### src/rtl/pcm_i2s_receiver.sv
// I2S (1-bit delay) to parallel L/R PCM deserialiser; define PCM_SLOT_ERR_EN to build slot-length checking.
// Latency: strobe 1 clk after the synced bck rise that closes the right slot; no backpressure, outputs held.
`timescale 1ns/1ps
module pcm_i2s_receiver #(
  parameter int DATA_WIDTH  = 24,
  parameter int SYNC_STAGES = 2,
  parameter int MAX_SLOT    = 32
) (
  input  logic                  clk,
  input  logic                  reset_n,
  input  logic                  run,
  input  logic                  i2s_bck,
  input  logic                  i2s_lrck,
  input  logic                  i2s_sdata,
  output logic                  pcm_valid,
  output logic [DATA_WIDTH-1:0] l_pcm_data,
  output logic [DATA_WIDTH-1:0] r_pcm_data,
  output logic                  slot_err
);

  localparam int CW = $clog2(MAX_SLOT + 1);

  typedef enum logic [1:0] {ALIGN, LEFT, RIGHT} state_t;

  logic [SYNC_STAGES-1:0] bck_ff, lrck_ff, sdata_ff;
  logic                   bck_prev;
  logic                   bck_s, lrck_s, sdata_s;
  logic                   bck_rise, lrck_chg;

  state_t                 state;
  logic                   lrck_prev;
  logic [CW-1:0]          cnt, cnt_inc;
  logic [DATA_WIDTH-1:0]  sr, sr_next, l_hold;

  // Synchronisers keep running while run is low so bck edge tracking stays coherent.
  always_ff @(posedge clk or negedge reset_n) begin
    if (!reset_n) begin
      bck_ff   <= '0;
      lrck_ff  <= '0;
      sdata_ff <= '0;
      bck_prev <= 1'b0;
    end else begin
      bck_ff   <= {bck_ff[SYNC_STAGES-2:0], i2s_bck};
      lrck_ff  <= {lrck_ff[SYNC_STAGES-2:0], i2s_lrck};
      sdata_ff <= {sdata_ff[SYNC_STAGES-2:0], i2s_sdata};
      bck_prev <= bck_ff[SYNC_STAGES-1];
    end
  end

  assign bck_s    = bck_ff[SYNC_STAGES-1];
  assign lrck_s   = lrck_ff[SYNC_STAGES-1];
  assign sdata_s  = sdata_ff[SYNC_STAGES-1];
  assign bck_rise = bck_s & ~bck_prev;
  assign lrck_chg = bck_rise & (lrck_s != lrck_prev);
  assign cnt_inc  = (cnt == CW'(MAX_SLOT)) ? cnt : cnt + CW'(1);

  // Bit n of the slot lands at position DATA_WIDTH-1-n, so short slots come out left-justified.
  always_comb begin
    sr_next = sr;
    for (int i = 0; i < DATA_WIDTH; i++) begin
      if (cnt == CW'(DATA_WIDTH - 1 - i)) sr_next[i] = sdata_s;
    end
  end

  always_ff @(posedge clk or negedge reset_n) begin
    if (!reset_n) begin
      state      <= ALIGN;
      lrck_prev  <= 1'b0;
      cnt        <= '0;
      sr         <= '0;
      l_hold     <= '0;
      pcm_valid  <= 1'b0;
      l_pcm_data <= '0;
      r_pcm_data <= '0;
    end else if (!run) begin
      state      <= ALIGN;
      lrck_prev  <= 1'b0;
      cnt        <= '0;
      sr         <= '0;
      l_hold     <= '0;
      pcm_valid  <= 1'b0;
      l_pcm_data <= '0;
      r_pcm_data <= '0;
    end else begin
      pcm_valid <= 1'b0;
      if (bck_rise) begin
        lrck_prev <= lrck_s;
        if (lrck_chg) begin
          sr  <= '0;
          cnt <= '0;
        end else begin
          sr  <= sr_next;
          cnt <= cnt_inc;
        end
      end
      // The bit sampled on an lrck change still belongs to the outgoing slot, hence sr_next.
      if (lrck_chg) begin
        case (state)
          ALIGN: if (!lrck_s) state <= LEFT;
          LEFT: begin
            l_hold <= sr_next;
            state  <= RIGHT;
          end
          RIGHT: begin
            l_pcm_data <= l_hold;
            r_pcm_data <= sr_next;
            pcm_valid  <= 1'b1;
            state      <= LEFT;
          end
          default: state <= ALIGN;
        endcase
      end
    end
  end

`ifdef PCM_SLOT_ERR_EN
  logic          err_q;
  logic [CW-1:0] l_cnt;
  logic          short_slot;

  // cnt on the closing rise is one less than the number of bits in the slot.
  assign short_slot = (cnt < CW'(DATA_WIDTH - 1));

  always_ff @(posedge clk or negedge reset_n) begin
    if (!reset_n) begin
      err_q <= 1'b0;
      l_cnt <= '0;
    end else if (!run) begin
      err_q <= 1'b0;
      l_cnt <= '0;
    end else if (lrck_chg) begin
      if (state == LEFT) begin
        l_cnt <= cnt;
        if (short_slot) err_q <= 1'b1;
      end else if (state == RIGHT) begin
        if (short_slot || (cnt != l_cnt)) err_q <= 1'b1;
      end
    end
  end

  assign slot_err = err_q;
`else
  assign slot_err = 1'b0;
`endif

endmodule

### config.mk
export PLATFORM = sky130hd
export DESIGN_NAME = pcm_i2s_receiver
export DESIGN_NICKNAME = d
export VERILOG_FILES = /design/src/rtl/pcm_i2s_receiver.sv
export SDC_FILE = /design/constraint.sdc
export NUM_CORES = 1
export LEC_CHECK = 0
export ABC_AREA = 1
export BUFFER_PORTS_ARGS = -buffer_cell sky130_fd_sc_hd__clkbuf_2
export CAP_MARGIN = 20
export CELL_PAD_IN_SITES_DETAIL_PLACEMENT = 2
export CELL_PAD_IN_SITES_GLOBAL_PLACEMENT = 2
export CORE_ASPECT_RATIO = 1.75
export CORE_MARGIN = 3
export CORE_UTILIZATION = 35
export DETAILED_ROUTE_END_ITERATION = 16
export PLACE_DENSITY_LB_ADDON = 0.08
export SYNTH_ARGS = -nofsm -noshare
export SYNTH_HDL_FRONTEND = slang
export SYNTH_SLANG_ARGS = --single-unit
### constraint.sdc
create_clock -name clk -period 3.3 [get_ports clk]
set_input_delay 0.33 -clock clk [delete_from_list [all_inputs] [get_ports clk]]
set_output_delay 0.33 -clock clk [all_outputs]
set_load 0.01 [all_outputs]
# [Word-level counts from Yosys, hierarchy flattened]
# Index checks and enable logic that the tools add are counted.
[totals] ff_bits=113 input_bits=6 output_inout_bits=50 elab_cells=104
[op_classes] add_sub_neg=1 eq_ne=33 muxes=49 bitwise_logic=3 reduce_logical=6
[op_table] op="$mux W24" count=12
[op_table] op="$eq A6 B4 Y1 const B" count=8
[op_table] op="$eq A6 B5 Y1 const B" count=8
[op_table] op="$mux W1" count=29
[op_table] op="$eq A6 B3 Y1 const B" count=4
[op_table] op="$mux W6" count=4
[op_table] op="$eq A6 B2 Y1 const B" count=2
[op_table] op="$ne A2 B1 Y1 const B" count=4
[op_table] op="$reduce_and A2 Y1" count=4
[op_table] op="$add A6 B1 Y6 const B" count=1
[op_table] op="$eq A6 B1 Y1 const B" count=1
[op_table] op="$eq A6 B6 Y1 const B" count=1
[op_table] op="$logic_not A6 Y1" count=1
[op_table] op="$mux W2" count=3
[op_table] op="$ne A3 B3 Y1 const B" count=2
[op_table] op="$pmux W2 S3" count=1
[op_table] op="$and A1 B1 Y1" count=2
[op_table] op="$eq A2 B1 Y1 const B" count=1
[op_table] op="$eq A2 B2 Y1 const B" count=1
[op_table] op="$logic_not A2 Y1" count=1
[op_table] op="$ne A1 B1 Y1" count=1
[op_table] op="$not A1 Y1" count=1

# [Longest topological paths before layout]
[depth] ltp_word=6 ltp_mapped=10 ltp_nobuf=9

# [Worst setup path after synthesis]
# No wires, ideal clock.
[synth_timing] path_type="reg-to-reg" from="register cnt[0]" to="register sr[15]" arrival_time_ns=1.257 required_ns=3.183 setup_slack_ns=1.926 path_stages_with_launch=10 synth_period_minus_slack_ns=1.374 path_cell_list="dfrtp_1 inv_1 ha_1 inv_1 nor2_1 nand2_1 nand2_1 o21ai_1 nand2_1 nand2_1"
[synth_via] elab_chain_len=5
[synth_lines] item="start: declaration" line_no="32" source="logic [CW-1:0] cnt, cnt_inc;"
[synth_lines] item="start signal: assignment" line_no="93" source="cnt <= cnt_inc;"
[synth_lines] item="$eq A6 B4 Y1" line_no="61" source="if (cnt == CW'(DATA_WIDTH - 1 - i)) sr_next[i] = sdata_s;"
[synth_lines] item="$mux W1" line_no="61"
[synth_lines] item="$mux W24" line_no="88" source="if (lrck_chg) begin"
[synth_lines] item="$mux W24" line_no="86" source="if (bck_rise) begin"
[synth_lines] item="$mux W24" line_no="75" source="end else if (!run) begin"
[synth_lines] item="end signal: assignment" line_no="92" source="sr <= sr_next;"
[synth_lines] item="end: declaration" line_no="33" source="logic [DATA_WIDTH-1:0] sr, sr_next, l_hold;"
# No other way between the ends. The select of a mux whose other input is x is not followed.
# A chain may end at the register's enable or synchronous reset.

# [Worst setup path after layout]
[layout_timing] from="register lrck_ff[1]" to="register r_pcm_data[19]"
[layout_via] elab_chain_len=4
[layout_lines] item="start: declaration" line_no="25" source="logic [SYNC_STAGES-1:0] bck_ff, lrck_ff, sdata_ff;"
[layout_lines] item="start signal: assignment" line_no="44" source="lrck_ff <= {lrck_ff[SYNC_STAGES-2:0], i2s_lrck};"
[layout_lines] item="$ne A1 B1 Y1" line_no="54" source="assign lrck_chg = bck_rise & (lrck_s != lrck_prev);"
[layout_lines] item="$and A1 B1 Y1" line_no="54"
[layout_lines] item="$ne A2 B1 Y1 (no line)"
[layout_lines] item="$reduce_and A2 Y1 (no line)"
[layout_lines] item="end signal: assignment" line_no="106" source="r_pcm_data <= sr_next;"
[layout_lines] item="end: declaration" line_no="17" source="output logic [DATA_WIDTH-1:0] r_pcm_data,"
# No other way between the ends.

==> results list <==
- The top cell type by area accounts for 58.0% of the synthesized area.
- Antenna violations before repair: 0
- Clock-pin slew was measured on the worst setup and hold paths at 60 ps.
- Post-synthesis cell count: 595
- Overall die width: 95.2 um
- Crit path DAT: 2370 ps
* FF-to-FF Start: lrck_ff[1]
- Synth Register Bits: 113
* Number of buffers between clock root and the deepest sink: 2
* Detail Placement HPWL: 9.37 mm
* Capture point of the worst path: r_pcm_data[19]
- Most repeated library cell on the critical path: sky130_fd_sc_hd__nand2_1
- The path class of the tightest hold or removal check is in -> reg.
* Number of filler cells placed in the layout: 1542
- H-tree levels: 4
* Clk_skew: 10.1 ps
- Launch point of the worst hold path: i2s_sdata
* DRT antenna net count: 0
- Number of nets in the finished design: 657
- For this run, the slowest stage of the critical path takes 520 ps.
- Cells with a size suffix above 1 make up 15.5% of the layout.
* Count of endpoints failing setup in the final report: 0
* Library cell contributing the largest single delay on the critical path: sky130_fd_sc_hd__nor3_4
- The first global-routing pass estimated 23.9 mm of wire.
* Number of buffers inserted during clock tree synthesis: 17
- Post-synthesis instance area: 4880 um2
* Largest net degree at the start of global routing: 81
* Worst slack, placed: 1220 ps
- 56 I/O pins were placed.
- Slew margin rel.: 39.1%
- The total area inside the core boundary comes to 13500 um2.
- Initial core utilization: 36.1%
* Vias per cell: 4.89
- At the end of routability-driven placement, the weighted congestion stood at 0.789.
- Count of final hold-check violations: 0
* Synthesized area divided by synthesized cell count: 8.20 um2
- Crit start category: flip-flop
- Path depth of the worst reg2reg path: 7
- Type of the setup path with the least slack: reg -> reg
* Crit path cell chain: inv_2 > nand2_1 > nand3_4 > nor3_4 > buf_4 > nand2_1 > nand2_1
- The worst register-to-register path ends at r_pcm_data[19].
* Largest vdd supply drop: 0.000377 V
- RSZ-0062 raised after global routing: no
- Ranked by total cell area, the synthesized netlist is headed by sky130_fd_sc_hd__dfrtp_1 58%, sky130_fd_sc_hd__nand2_1 28%, sky130_fd_sc_hd__o21ai_1 2.7%.
* Number of max-cap violations: 0
* Num rows: 56
- In this design, the largest share of critical-path delay is due to simple AND/OR/NAND/NOR gates.
- Layout overhead on the synthesized area: 20.6%
- Final total negative setup slack: 0 ps
- Final WS setup: 1260 ps
- In this run, distinct cell masters in the synthesized netlist total 24.
- The setup check on the worst reg-to-reg path leaves a slack of 1260 ps.
- The first detailed-routing pass took 4 iterations.
- TritonCTS built the clock tree.
* Pwr per Cell Area: 594 nW/um2
- Y dimension of the die: 162 um
* Buffers on Ports: 54
* Slew of the pin with the lowest slew margin: 912 ps
- Area taken by flip-flops and latches: 2830 um2
* Total of warnings raised by yosys: 0
* Worst Setup SP: lrck_ff[1]
* Data required time of the critical path: 3630 ps
- Of all cell types, the one taking the most synthesized area is sky130_fd_sc_hd__dfrtp_1.
* Area of the multi-input gates: 1800 um2
- Status: finished, final reports clean
* GRT Residual Overflow: 0
- The number of antenna diodes in the final layout is 0.
* Highest clock frequency the design can meet: 0.490 GHz
- Sequential elements use 58.0% of the synthesized area.
- Routed length per placed instance: 16.9 um
* Via count of the routed design: 4075
* Static leakage: 3.26 nW
- Total count of max-transition violations in the final report: 0
* Via count of the first global-routing pass: 4634
- In the routed design, unresolved DRC markers number 0.
* Total Wirelength: 14.1 mm
- CP Buf/Inv Count: 2
* Final critical delay including setup and external delays: 2040 ps
* Die outline area: 15400 um2
- In this run, the number of DRC markers left after iteration 0 of detailed routing was 155.
- Global routing used 20.0% of the available tracks.
* Share of the clock period used by the worst path after layout: 61.8%
- The tree is rooted in a sky130_fd_sc_hd__clkbuf_16.
* Maximum fanout along the worst path: 35
- Counting buffers and inverters, the worst setup path is 7 cells deep.
- CTS saw 113 sinks.
* Post-Synthesis Net Count: 605
* Critical path endpoint category: flip-flop
* Clock insertion delay at the later pin of the skew report: 410 ps
sequential cells by signal, indices dropped and copies added, names as in the netlist, 2 cells and up:
signal,flops
sr,24
l_hold,24
state,2
bck_ff,2
cnt,6
lrck_ff,2
r_pcm_data,24
sdata_ff,2
l_pcm_data,24
layout make-up:
type                    instances  area share (%)
clock buffers                  19            7.70
repair buffers                 58            5.40
inverters                      25            1.60
flip-flops and latches        113            48.1
clock inverters                13            2.96
multi-input cells             432            30.6
well taps                     174            3.70
worst min-delay path by stage:
stage,to,cells past startpoint
finish,sdata_ff[0],1
global route,sdata_ff[0],1
CTS,sdata_ff[0],1
detailed placement,l_pcm_data[20],1
global placement,l_pcm_data[0],1
floorplan,bck_ff[0],0
kinds of logic after synthesis:
family                     count (synthesis)  synth area share, %
adders and majority gates                  4                 1.03
DFF                                      113                 58.0
xor gates and xnor gates                   1                0.180
and+or+nand+nor                          391                 31.9
buffers and inverters                     50                 5.13
other                                      1               0.0769
AOI/OAI and AO/OA                         35                 3.72
per-layer routing:
layer	wire, um	share of wire [%]	track usage (%)	vias up
met5	0	0	0	-
met4	169	1.2	6.18	0
met3	349	2.5	3.43	15
met2	7800	55	36.1	62
met1	5740	41	23.7	2074
li1	-	-	-	1924
synth_stat cells:
cell type and count:
sky130_fd_sc_hd__buf_4 7, sky130_fd_sc_hd__dfrtp_1 113, sky130_fd_sc_hd__o21ai_1 26, sky130_fd_sc_hd__inv_2 4
sky130_fd_sc_hd__nor2_4 2, sky130_fd_sc_hd__ha_1 4, sky130_fd_sc_hd__nor2_1 9, sky130_fd_sc_hd__nand3_1 13
sky130_fd_sc_hd__nand2_1 359, sky130_fd_sc_hd__buf_2 11, sky130_fd_sc_hd__buf_6 3, sky130_fd_sc_hd__o21ai_0 6
sky130_fd_sc_hd__o21bai_1 2, sky130_fd_sc_hd__nand3_4 1, sky130_fd_sc_hd__conb_1 1, sky130_fd_sc_hd__nand2_4 1
sky130_fd_sc_hd__nand2_2 1, sky130_fd_sc_hd__nor2_2 2, sky130_fd_sc_hd__o22ai_1 1, sky130_fd_sc_hd__xor2_1 1
sky130_fd_sc_hd__nand4_1 1, sky130_fd_sc_hd__clkbuf_1 4, sky130_fd_sc_hd__nor3_4 2, sky130_fd_sc_hd__inv_1 21
per-stage QoR:
| stage | total power (W) | area (um2) | hold WS (ps) | cells | utilization (%) |
|---|---|---|---|---|---|
| finish | 0.00350 | 5880 | 23.6 | 834 | 43.5 |
| detailed placement | 0.00160 | 5250 | 323 | 801 | 38.8 |
| CTS | 0.00355 | 5880 | 5.08 | 834 | 43.5 |
| floorplan | 0.00153 | 4880 | 34.4 | 595 | - |
| global placement | 0.00159 | 5250 | 310 | 801 | 38.8 |
| global route | 0.00363 | 5880 | 9.84 | 834 | 43.5 |
power breakdown:
group	switching [W]	internal [W]
sequential	0.0000119	0.00140
clock	0.000688	0.00124
combinational	0.000127	0.0000319
total	0.000827	0.00267
cells in the final DEF (no fill, tap or decap):
cell type                       count
sky130_fd_sc_hd__nand2_2            1
sky130_fd_sc_hd__inv_1             21
sky130_fd_sc_hd__clkinvlp_4         3
sky130_fd_sc_hd__nand3_1           13
sky130_fd_sc_hd__o21bai_1           2
sky130_fd_sc_hd__nand3_4            1
sky130_fd_sc_hd__dfrtp_1          113
sky130_fd_sc_hd__o21ai_0            6
sky130_fd_sc_hd__nor3_4             2
sky130_fd_sc_hd__nor2_4             2
sky130_fd_sc_hd__dlygate4sd3_1      1
sky130_fd_sc_hd__bufinv_16          3
sky130_fd_sc_hd__clkbuf_2          53
sky130_fd_sc_hd__nand4_1            1
sky130_fd_sc_hd__buf_4              3
sky130_fd_sc_hd__clkbuf_8           2
sky130_fd_sc_hd__inv_2              4
sky130_fd_sc_hd__clkinv_4           3
sky130_fd_sc_hd__conb_1             1
sky130_fd_sc_hd__nor2_2             2
sky130_fd_sc_hd__buf_12             1
sky130_fd_sc_hd__xor2_1             1
sky130_fd_sc_hd__nand2_4            1
sky130_fd_sc_hd__o22ai_1            1
sky130_fd_sc_hd__nor2_1             9
sky130_fd_sc_hd__nand2_1          359
sky130_fd_sc_hd__clkbuf_16         17
sky130_fd_sc_hd__ha_1               4
sky130_fd_sc_hd__inv_6              4
sky130_fd_sc_hd__o21ai_1           26
repair_timing:
item / 4_1_cts / 5_1_grt
setup endpoints to repair: 0 / 0
resized for setup: 0 / 0
setup buffers: 0 / 0
hold endpoints to repair: 33 / 0
hold buffers: 1 / 0
No activity file was read; power rests on OpenSTA's default activity.
